[src/rtl/long_sync_ctrl.sv]
// -----------------------------------------------------------------------------
// long_sync_ctrl
//
// Control FSM for the long-preamble synchronization stage. It drives an
// external registered load/done sample counter and turns the coarse-timing
// Start pulse and the fine-correlation Peak into a per-sample FFT window
// strobe: GI_LEN guard samples skipped, then FFT_LEN windowed samples,
// repeating until Frame_End.
//
// Parameters
//   CNT_W       width of counter values and of the counter's init/final buses
//   SEARCH_LEN  valid samples allowed for the peak search before failing
//   GI_LEN      guard-interval samples skipped per symbol (>= 2)
//   FFT_LEN     window samples per symbol (>= 2)
//
// Ports
//   CLK        in   clock
//   s_RST_n    in   synchronous active-low reset
//   Start      in   one-cycle coarse-timing pulse, honoured only in IDLE
//   In_Valid   in   input-sample strobe
//   Peak       in   fine-correlation peak, qualified by In_Valid
//   Frame_End  in   frame abort/end pulse, returns to IDLE from any state
//   Cnt_Done   in   counter Done (value == final)
//   Cnt_Load   out  counter Load (never together with Cnt_Count)
//   Cnt_Count  out  counter Count
//   Cnt_Up     out  counter direction, always up
//   Cnt_Init   out  counter initial value, 0 when Cnt_Load is low
//   Cnt_Final  out  counter final value, 0 when Cnt_Load is low
//   Win_Valid  out  current sample belongs to the FFT window
//   Sym_Start  out  first window sample of a symbol
//   Locked     out  high in GI and SYM
//   Sync_Fail  out  one-cycle pulse after a search timeout
//   Sym_Idx    out  completed symbols, saturating at 255
// -----------------------------------------------------------------------------
module long_sync_ctrl #(
    parameter int unsigned CNT_W      = 8,
    parameter int unsigned SEARCH_LEN = 200,
    parameter int unsigned GI_LEN     = 16,
    parameter int unsigned FFT_LEN    = 64
) (
    input  logic             CLK,
    input  logic             s_RST_n,
    input  logic             Start,
    input  logic             In_Valid,
    input  logic             Peak,
    input  logic             Frame_End,
    input  logic             Cnt_Done,
    output logic             Cnt_Load,
    output logic             Cnt_Count,
    output logic             Cnt_Up,
    output logic [CNT_W-1:0] Cnt_Init,
    output logic [CNT_W-1:0] Cnt_Final,
    output logic             Win_Valid,
    output logic             Sym_Start,
    output logic             Locked,
    output logic             Sync_Fail,
    output logic [7:0]       Sym_Idx
);

    localparam logic [CNT_W-1:0] SrchFinal = CNT_W'(SEARCH_LEN);
    localparam logic [CNT_W-1:0] GiFinal   = CNT_W'(GI_LEN);
    localparam logic [CNT_W-1:0] FftFinal  = CNT_W'(FFT_LEN);

    typedef enum logic [1:0] {
        StIdle,
        StSrch,
        StGi,
        StSym
    } state_e;

    // Registered state
    state_e     r_state;
    logic       r_sync_fail;
    logic [7:0] r_sym_idx;
    logic       r_first;

    // Next-state values
    state_e     w_state_nxt;
    logic       w_sync_fail_nxt;
    logic [7:0] w_sym_idx_nxt;
    logic       w_first_nxt;

    // Decoded transition events
    logic w_search_go;
    logic w_srch_timeout;
    logic w_gi_to_sym;
    logic w_sym_to_gi;

    // Unqualified combinational outputs, gated by reset below
    logic             w_load;
    logic             w_count;
    logic [CNT_W-1:0] w_init;
    logic [CNT_W-1:0] w_final;
    logic             w_win;

    // Sample on the current cycle, zero-extended to the counter width.
    // A reload cycle that carries a sample counts it via the initial value.
    logic [CNT_W-1:0] w_valid_ext;
    assign w_valid_ext = {{(CNT_W-1){1'b0}}, In_Valid};

    // -------------------------------------------------------------------------
    // Transition events. Frame_End outranks everything outside IDLE, and a
    // search timeout (Done) outranks a simultaneous Peak.
    // -------------------------------------------------------------------------
    always_comb begin
        w_search_go    = 1'b0;
        w_srch_timeout = 1'b0;
        w_gi_to_sym    = 1'b0;
        w_sym_to_gi    = 1'b0;
        case (r_state)
            StIdle: w_search_go    = Start;
            StSrch: w_srch_timeout = !Frame_End && Cnt_Done;
            StGi:   w_gi_to_sym    = !Frame_End && Cnt_Done;
            StSym:  w_sym_to_gi    = !Frame_End && Cnt_Done;
            default: ;
        endcase
    end

    // -------------------------------------------------------------------------
    // State register
    // -------------------------------------------------------------------------
    always_ff @(posedge CLK) begin
        if (!s_RST_n) begin
            r_state <= StIdle;
        end else begin
            r_state <= w_state_nxt;
        end
    end

    // -------------------------------------------------------------------------
    // Next-state logic
    // -------------------------------------------------------------------------
    always_comb begin
        w_state_nxt = r_state;
        case (r_state)
            StIdle: begin
                if (Start) begin
                    w_state_nxt = StSrch;
                end
            end
            StSrch: begin
                if (Frame_End || Cnt_Done) begin
                    w_state_nxt = StIdle;
                end else if (Peak && In_Valid) begin
                    w_state_nxt = StGi;
                end
            end
            StGi: begin
                if (Frame_End) begin
                    w_state_nxt = StIdle;
                end else if (Cnt_Done) begin
                    w_state_nxt = StSym;
                end
            end
            StSym: begin
                if (Frame_End) begin
                    w_state_nxt = StIdle;
                end else if (Cnt_Done) begin
                    w_state_nxt = StGi;
                end
            end
            default: w_state_nxt = StIdle;
        endcase
    end

    // -------------------------------------------------------------------------
    // Mealy outputs. Each counter load is issued in the transition cycle, so
    // the counter holds the new range from the following cycle onward.
    // -------------------------------------------------------------------------
    always_comb begin
        w_load  = 1'b0;
        w_count = 1'b0;
        w_init  = '0;
        w_final = '0;
        w_win   = 1'b0;
        case (r_state)
            StIdle: begin
                if (Start) begin
                    w_load  = 1'b1;
                    w_final = SrchFinal;
                end
            end
            StSrch: begin
                if (Frame_End || Cnt_Done) begin
                    w_count = 1'b0;
                end else if (Peak && In_Valid) begin
                    // The peak sample closes the training symbol; not counted.
                    w_load  = 1'b1;
                    w_final = GiFinal;
                end else begin
                    w_count = In_Valid;
                end
            end
            StGi: begin
                if (Frame_End) begin
                    w_count = 1'b0;
                end else if (Cnt_Done) begin
                    w_load  = 1'b1;
                    w_init  = w_valid_ext;
                    w_final = FftFinal;
                    w_win   = In_Valid;
                end else begin
                    w_count = In_Valid;
                end
            end
            StSym: begin
                if (Frame_End) begin
                    w_count = 1'b0;
                end else if (Cnt_Done) begin
                    // A sample on this cycle is the first guard sample.
                    w_load  = 1'b1;
                    w_init  = w_valid_ext;
                    w_final = GiFinal;
                end else begin
                    w_count = In_Valid;
                    w_win   = In_Valid;
                end
            end
            default: ;
        endcase
    end

    // -------------------------------------------------------------------------
    // Auxiliary registers: fail pulse, symbol index, first-sample flag
    // -------------------------------------------------------------------------
    always_comb begin
        w_sync_fail_nxt = w_srch_timeout;

        w_sym_idx_nxt = r_sym_idx;
        if (w_search_go) begin
            w_sym_idx_nxt = 8'd0;
        end else if (w_sym_to_gi && (r_sym_idx != 8'hFF)) begin
            w_sym_idx_nxt = r_sym_idx + 8'd1;
        end

        // When the load cycle itself carries a sample, Sym_Start fires right
        // away and the flag never needs to be held.
        w_first_nxt = r_first;
        if (w_gi_to_sym) begin
            w_first_nxt = !In_Valid;
        end else if (w_win || Frame_End) begin
            w_first_nxt = 1'b0;
        end
    end

    always_ff @(posedge CLK) begin
        if (!s_RST_n) begin
            r_sync_fail <= 1'b0;
            r_sym_idx   <= 8'd0;
            r_first     <= 1'b0;
        end else begin
            r_sync_fail <= w_sync_fail_nxt;
            r_sym_idx   <= w_sym_idx_nxt;
            r_first     <= w_first_nxt;
        end
    end

    // -------------------------------------------------------------------------
    // Output drive. Outputs are forced to zero while reset is asserted, even
    // before the first clock edge has cleared the registers.
    // -------------------------------------------------------------------------
    assign Cnt_Up    = 1'b1;
    assign Cnt_Load  = s_RST_n & w_load;
    assign Cnt_Count = s_RST_n & w_count;
    assign Cnt_Init  = s_RST_n ? w_init : '0;
    assign Cnt_Final = s_RST_n ? w_final : '0;
    assign Win_Valid = s_RST_n & w_win;
    assign Sym_Start = s_RST_n & w_win & (r_first | w_gi_to_sym);
    assign Locked    = s_RST_n & ((r_state == StGi) || (r_state == StSym));
    assign Sync_Fail = s_RST_n & r_sync_fail;
    assign Sym_Idx   = s_RST_n ? r_sym_idx : 8'd0;

endmodule

[config.mk]
export PLATFORM = sky130hd
export DESIGN_NAME = long_sync_ctrl
export DESIGN_NICKNAME = d
export VERILOG_FILES = /design/src/rtl/long_sync_ctrl.sv
export SDC_FILE = /design/constraint.sdc
export NUM_CORES = 1
export LEC_CHECK = 0
export BUFFER_PORTS_ARGS = -buffer_cell sky130_fd_sc_hd__buf_2
export CAP_MARGIN = 20
export CORE_MARGIN = 1.5
export CORE_UTILIZATION = 40
export DETAILED_ROUTE_END_ITERATION = 8
export PLACE_DENSITY_LB_ADDON = 0.25
export SKIP_LAST_GASP = 1
export SYNTH_ARGS = -nofsm -noshare
export SYNTH_HDL_FRONTEND = slang
export SYNTH_SLANG_ARGS = --single-unit
export TNS_END_PERCENT = 10
[constraint.sdc]
create_clock -name CLK -period 1.92 [get_ports CLK]
set_input_delay 0 -clock CLK [delete_from_list [all_inputs] [get_ports CLK]]
set_output_delay 0 -clock CLK [all_outputs]
set_load 0.1 [all_outputs]
# == Word-level counts from Yosys, hierarchy flattened ==
# Cells that the tools add are included.
# W data, S select, Z words.
# op_classes
n_addsub,1
mul,0
div,0
order_cmp,0
eq_ne,8
shift,0
muxes,41
bitwise,8
n_reduce_logical,14
# op_table
op,n
$mux W8,4
$pmux W8 S4,1
$mux W5,4
$mux W1,19
$mux W2,7
$mux W7,2
$ne A3 B3 Y1 const B,3
$add A8 B1 Y8 const B,1
$ne A8 B8 Y1 const B,1
$pmux W2 S4,1
$and A1 B1 Y1,6
$eq A2 B2 Y1 const B,2
$pmux W1 S2,2
$reduce_and A4 Y1,1
$reduce_or A2 Y1,2
$logic_and A1 B1 Y1,3
$logic_or A1 B1 Y1,3
$pmux W1 S3,1
$eq A2 B1 Y1 const B,1
$logic_not A1 Y1,2
$logic_not A2 Y1,1
$ne A2 B2 Y1 const B,1
$reduce_and A2 Y1,1
$reduce_bool A2 Y1,1
other kinds (2),2
# word_totals
regBits,12
latch_bits,0
ram_bits,0
romBits,0
input_bits,7
mem_count,0

# == Longest topological paths before layout ==
# Gate-level depths: netlist of run 1.
# logic_depth
word_depth,6
mapped_depth,6
mapped_depth_nobuf,5

# == Worst setup path after synthesis of run 1 ==
# Ideal clock, no wire load.
# synth_timing
kind,register to output
startpoint,register r_state[0]
endpoint,output Cnt_Count
arrival_time_ns,3.492
t_required_ns,1.920
path_slack_ns,-1.572
path_stages_with_launch,5
n_path_buf,1
cell_sequence,dfxtp_1 buf_6 inv_1 o21a_1 nor4_1
# synth_via
elab_chain_cells,4
# synth_lines
item,line,rtl
from (decl),72,state_e r_state;
from (signal assigned),124,r_state <= StIdle;
from (signal assigned),126,r_state <= w_state_nxt;
$eq A2 B2 Y1,176,case (r_state)
$reduce_or A2 Y1 (no source line),n/a,
$pmux W1 S2 (*),176,
$and A1 B1 Y1 (*),264,assign Cnt_Count = s_RST_n & w_count;
to (decl),49,"output logic Cnt_Count,"
# Every way passes the cells marked *; elsewhere a longest branch is shown, timed or not.

# == Worst setup path after layout of run 1 ==
# layout_timing
startpoint,register r_state[1]
endpoint,output Cnt_Final[4]
# layout_via
elab_chain_cells,3
# layout_lines
item,line,rtl
$eq A2 B2 Y1 (tied with other cells),176,
$pmux W8 S4 (*),176,
$mux W8 (*),266,assign Cnt_Final = s_RST_n ? w_final : '0;
to (decl),52,"output logic [CNT_W-1:0] Cnt_Final,"
# Marks and branches as above.

==> impl_metrics.json, run 1 <==
{
  "status": "completed",
  "dr_wl_met2_um": 791,
  "holdBufCountCts": 0,
  "min_period_ns": 1.82,
  "dp.cells": 159,
  "dr_wl_met3_um": 127,
  "setup_tns_ns": 0,
  "grt_usage_pct": 14.6,
  "die_area_um2": 2540,
  "postCtsSetupRepairBufs": 0,
  "fin_nets": 145,
  "drive_gt1_share_pct": 28.7,
  "grt_max_degree": 19,
  "cap_violations": 0,
  "worst_pin_slew_ns": 0.586,
  "report.final.slew_viol_count": 0,
  "rsz0062_at_grt": "false",
  "crit_arrival_ns": 1.82,
  "vias_per_cell": 4.88,
  "yosysSeqAreaShare_pct": 26.7,
  "die_h_um": 50.4,
  "worstPathRequired_ns": 1.92,
  "fp.dieW_um": 50.4,
  "regArea_um2": 240,
  "synth.avg_cell_area_um2": 7.89,
  "cts_root_buffer": "clkbuf_4",
  "top_layer_used": "met4",
  "dr.pass1.iters": 4,
  "postLayoutCoreUtil_pct": 50.1,
  "postPlaceCellArea_um2": 987,
  "postLayoutCellArea_um2": 1020,
  "rrSetupSlack_ns": 0.38,
  "max_freq_mhz": 550,
  "antenna_cells": 0,
  "cts.htree.levels": 1,
  "post_drt_wl_per_cell_um": 10.9,
  "hpwl_um": 1340,
  "critPathKind": "flip-flop to output port",
  "grt_pass1_vias": 635,
  "hold_viol": 0,
  "ant_nets": 0,
  "gr-total-overflow": 0,
  "numClockSinks": 12,
  "final.period_utilization_pct": 94.7,
  "min_path_cells": 3,
  "num_rows": 16,
  "peakVddDrop_uv": 401,
  "wl_met1_um": 851,
  "p_total_mw": 0.660,
  "grt_pass1_wl_um": 2880,
  "syn_inst": 114,
  "antenna_found_initial": 0,
  "setup_slack_ns": 0.102,
  "critPathCaptureType": "output port",
  "hold_ws_ns": 0.0277,
  "drt-total-wl_um": 1780,
  "clockBufferDepth": 2,
  "drtIter0Drc": 20,
  "setup_viol": 0,
  "cts_tree": "built",
  "synth-seq-cells": 12,
  "fin_skew_ns": 0.00743,
  "syn_to_final_growth_pct": 13.8,
  "hold_class": "input port to flip-flop",
  "gp_congestion": 0.822,
  "fill_cells": 215,
  "worst_slew_margin_rel_pct": 60.6,
  "detailedPlace.worstSlack_ns": 0.395,
  "crit_path_max_fanout": 10,
  "num_io_pins": 38,
  "vias": 795,
  "clock_latency_ns": 0.27,
  "place.port_buffers": 25,
  "cp-start-kind": "flip-flop",
  "clk_pin_slew_ns": 0.07,
  "synth_cell_types": 41,
  "fin_cells": 163,
  "multiInputGateArea_um2": 577,
  "cts_resized": 0,
  "reg2reg_depth": 4,
  "synthesis.area_um2": 900,
  "start_util_pct": 44.1,
  "core_um2": 2040,
  "route.detailed.drc": 0,
  "power_leakage_nw": 0.472,
  "numCtsBuffers": 3,
  "power.density_nw_per_um2": 645,
  "yosys_warnings": 0
}
placed cells by master (no fill, tap or decap), types with 2 or more instances in the layout:
cell,count
or3_1,2
o21ai_0,4
conb_1,12
inv_1,3
a2bb2oi_1,2
and2_1,10
nor2_1,14
xnor2_1,2
xor2_1,4
dfxtp_1,12
a21oi_1,4
nor2b_1,2
nand2_1,9
clkbuf_4,3
o21a_1,2
nand3_1,3
buf_2,25
final timing paths:
path,from,endpoint
worst max-delay path,r_state[1],Cnt_Final[4]
worst min-delay path,Peak,r_state[1]
worst max register to register,r_state[0],r_sym_idx[7]
worst min register to register,r_sym_idx[7],r_sym_idx[7]
cells in the mapped netlist:
cell type  number  area [um^2]
xor2_1          4         35.0
conb_1          2         7.51
o211ai_1        1         7.51
nand2_1         9         33.8
o21ai_0         4         20.0
a22oi_1         1         7.51
nand3_1         3         15.0
or3_1           2         12.5
and3_1          1         6.26
buf_2           1         5.00
and2_2          1         7.51
nor3_1          1         5.00
and2_1         10         62.6
a31oi_1         1         6.26
o31a_1          1         8.76
nand4_2         1         12.5
and4bb_2        1         12.5
ha_1            1         12.5
dfxtp_1        12          240
o21a_1          2         15.0
and2b_2         1         8.76
clkbuf_1        1         3.75
nor2_1         14         52.6
and4b_4         1         13.8
nor2b_1         2         12.5
nand4_1         1         6.26
nand3b_1        1         7.51
or3_2           1         7.51
nand2b_1        1         6.26
o211ai_4        1         21.3
a211oi_1        1         7.51
a2bb2oi_1       2         17.5
xnor2_1         2         17.5
buf_6           2         22.5
inv_1           3         11.3
buf_4          13         97.6
mux2i_1         1         10.0
o311a_2         1         11.3
nor4_1          1         6.26
o21ai_1         1         5.00
a21oi_1         4         20.0
critical path, cell delays in order (launching register included):
cell	delay, ns
dfxtp_1	0.40
or3_2	0.51
a211oi_2	0.19
buf_2	0.45
area by class of cell:
cell class              count  share of cell area [%]
inverters                   3                    1.10
flip-flops and latches     12                    23.5
well taps                  27                    3.30
repair buffers             25                    12.2
clock buffers               4                    3.55
multi-input cells          92                    56.4
power breakdown:
| part | total (mW) | switching (mW) | internal (mW) |
|---|---|---|---|
| clock network | 0.201 | 0.0856 | 0.115 |
| registers | 0.255 | 0.00465 | 0.251 |
| logic | 0.204 | 0.180 | 0.0239 |
| total | 0.660 | 0.270 | 0.390 |
state kept, by name, indices dropped and copies added, names as in the netlist:
register / flops
r_sym_idx: 8
r_sync_fail: 1
r_first: 1
r_state: 2
per-layer routing:
| metal | track usage [%] | up-vias |
|---|---|---|
| met2 | 21.1 | 29 |
| met1 | 20.6 | 359 |
| met5 | 0 | - |
| met4 | 6.76 | 0 |
| li1 | - | 405 |
| met3 | 3.27 | 2 |
cell families after synthesis:
group,count (synthesis),synth area share [%]
other,2,0.835
AND/OR/NAND/NOR,52,32.1
buffers and inverters,20,15.6
multiplexers,1,1.11
flip-flops,12,26.7
XOR/XNOR,6,5.84
adder cells (fa/ha/maj),1,1.39
AO/OA/AOI/OAI,20,16.4
Power figures use the tool's default switching activity.
==> run 2, diff against run 1 <==
Settings changed: PLACE_DENSITY from default to 0.76, PLACE_DENSITY_LB_ADDON 0.25 to default.
==> run 2 against run 1 <==
  * Critical path depth did not move
  * Final area rose by 0.98%
  * Final cell count rose by 0.61%
  * Sequential share of layout area fell by 0.23 points
  * Via count rose by 2.4%
  * Sequential power barely moved
  * Flip-flop and latch count did not move
  * Register-to-register slack barely moved
  * Worst setup slack got worse by 0.022 ns
  * Power rose by 0.76%
  * Global-route usage rose by 0.20 points
  * Non-clock buffer count rose by 1
  * Critical path type unchanged
  * Largest power group unchanged
==> impl_metrics.json, run 2 (synthesized netlist as in run 1, its figures left out) <==
{
  "hold_class": "input port to flip-flop",
  "hold_viol": 0,
  "top_register": "r_sym_idx",
  "max_freq_mhz": 543,
  "route.detailed.drc": 0,
  "grt_max_degree": 19,
  "postLayoutCellArea_um2": 1030,
  "cts.htree.levels": 1,
  "status": "completed",
  "place.port_buffers": 25,
  "rsz0062_at_grt": "false",
  "cp-start-kind": "flip-flop",
  "postLayoutCoreUtil_pct": 50.6,
  "clockBufferDepth": 2,
  "die_h_um": 50.4,
  "worst_pin_slew_ns": 0.537,
  "fin_nets": 146,
  "worstPathRequired_ns": 1.92,
  "worst_slew_margin_rel_pct": 64.0,
  "fin_cells": 164,
  "setup_viol": 0,
  "start_util_pct": 44.1,
  "grt_pass1_vias": 699,
  "die_area_um2": 2540,
  "power_leakage_nw": 0.476,
  "report.final.slew_viol_count": 0,
  "vias_per_cell": 4.96,
  "crit_chain": "or3_2, a211oi_2, buf_2",
  "core_um2": 2040,
  "detailedPlace.worstSlack_ns": 0.368,
  "crit_path_max_fanout": 10,
  "grt_pass1_wl_um": 2860,
  "vias": 814,
  "drt-total-wl_um": 1790,
  "antenna_cells": 0,
  "final_common_cell": "buf_2",
  "crit_path_start": "r_state[1]",
  "crit_slowest_cell": "or3_2",
  "postPlaceCellArea_um2": 987,
  "ant_nets": 0,
  "setup_slack_ns": 0.0800,
  "crit_arrival_ns": 1.84,
  "gp_congestion": 0.786,
  "clock_latency_ns": 0.28,
  "min_period_ns": 1.84,
  "drtIter0Drc": 12,
  "hold_ws_ns": 0.0609,
  "syn_to_final_growth_pct": 14.9,
  "fin_skew_ns": 0.00673,
  "cts_tree": "built",
  "postCtsSetupRepairBufs": 0,
  "power.density_nw_per_um2": 643,
  "dp.cells": 159,
  "reg.largest.list": "r_sym_idx (8), r_state (2)",
  "peakVddDrop_uv": 435,
  "cp_slowest_stage_delay_ns": 0.52,
  "antenna_found_initial": 0,
  "num_io_pins": 38,
  "numClockSinks": 12,
  "numCtsBuffers": 3,
  "holdBufCountCts": 1,
  "post_drt_wl_per_cell_um": 10.9,
  "reg2reg_depth": 5,
  "largest_reg_flops": 8,
  "cap_violations": 0,
  "r2r-start": "r_sym_idx[0]",
  "hp-start": "In_Valid",
  "cts_resized": 0,
  "critPathKind": "flip-flop to output port",
  "dr.pass1.iters": 4,
  "cts_root_buffer": "clkbuf_4",
  "hpwl_um": 1380,
  "grt_usage_pct": 14.8,
  "final.period_utilization_pct": 95.8,
  "final_cell_mix": "25 x buf_2, 14 x nor2_1, 12 x conb_1, 12 x dfxtp_1, 10 x and2_1",
  "fp.dieW_um": 50.4,
  "rrSetupSlack_ns": 0.38,
  "min_delay_worst_endpoint": "r_state[1]",
  "num_rows": 16,
  "drive_gt1_share_pct": 28.5,
  "min_path_cells": 3,
  "gr-total-overflow": 0,
  "clk_pin_slew_ns": 0.08,
  "reg2reg_to": "r_sym_idx[1]",
  "critPathCaptureType": "output port"
}
==> run 2: changes by cell type in the layout (fill, tap and decap cells not counted) <==
| cell | change |
|---|---|
| dlygate4sd3_1 | +1 |
==> run 2: report_power, final <==
part           switching [mW]  leakage, nW  internal (mW)  total (mW)
combinational           0.180        0.359         0.0252       0.205
sequential            0.00448       0.0969          0.251       0.255
clock                  0.0896       0.0210          0.116       0.205
==> run 2: metal layers <==
metal	vias up	share of wire, %	GRT usage, %	wire length (um)
met5	-	0	0	0
met2	24	47	23.9	848
met1	377	45	17.5	806
met3	5	5.2	4.46	92
met4	0	2.2	8.11	39
li1	408	-	-	-
==> run 2: critical path: cells and delay by family, from the launching register on <==
kind / cells / cell delay [ns]
flip-flops: 1 / 0.41
buffers and inverters: 1 / 0.45
AO/OA/AOI/OAI: 1 / 0.18
AND/OR/NAND/NOR: 1 / 0.52
==> run 2: how the worst max path moves through the flow <==
stage | endpoint | depth (start not counted)
2_1_floorplan | Cnt_Final[4] | 3
3_3_place_gp | Cnt_Final[4] | 3
3_5_place_dp | r_sym_idx[1] | 5
4_1_cts | Cnt_Final[4] | 3
5_1_grt | Cnt_Load | 5
6_report | Cnt_Final[4] | 3
==> run 2: layout make-up <==
type / count / area, um^2
flip-flops and latches: 12 / 240
fillers: 212 / 1010
repair buffers: 26 / 135
well taps: 27 / 33.8
multi-input cells: 92 / 577
clock buffers: 4 / 36.3
inverters: 3 / 11.3
==> run 2: stage by stage <==
stage | TNS [ns] | power, mW
2_1_floorplan | -0.592 | 0.465
3_3_place_gp | 0 | 0.463
3_5_place_dp | 0 | 0.464
4_1_cts | 0 | 0.673
5_1_grt | 0 | 0.693
6_report | 0 | 0.665
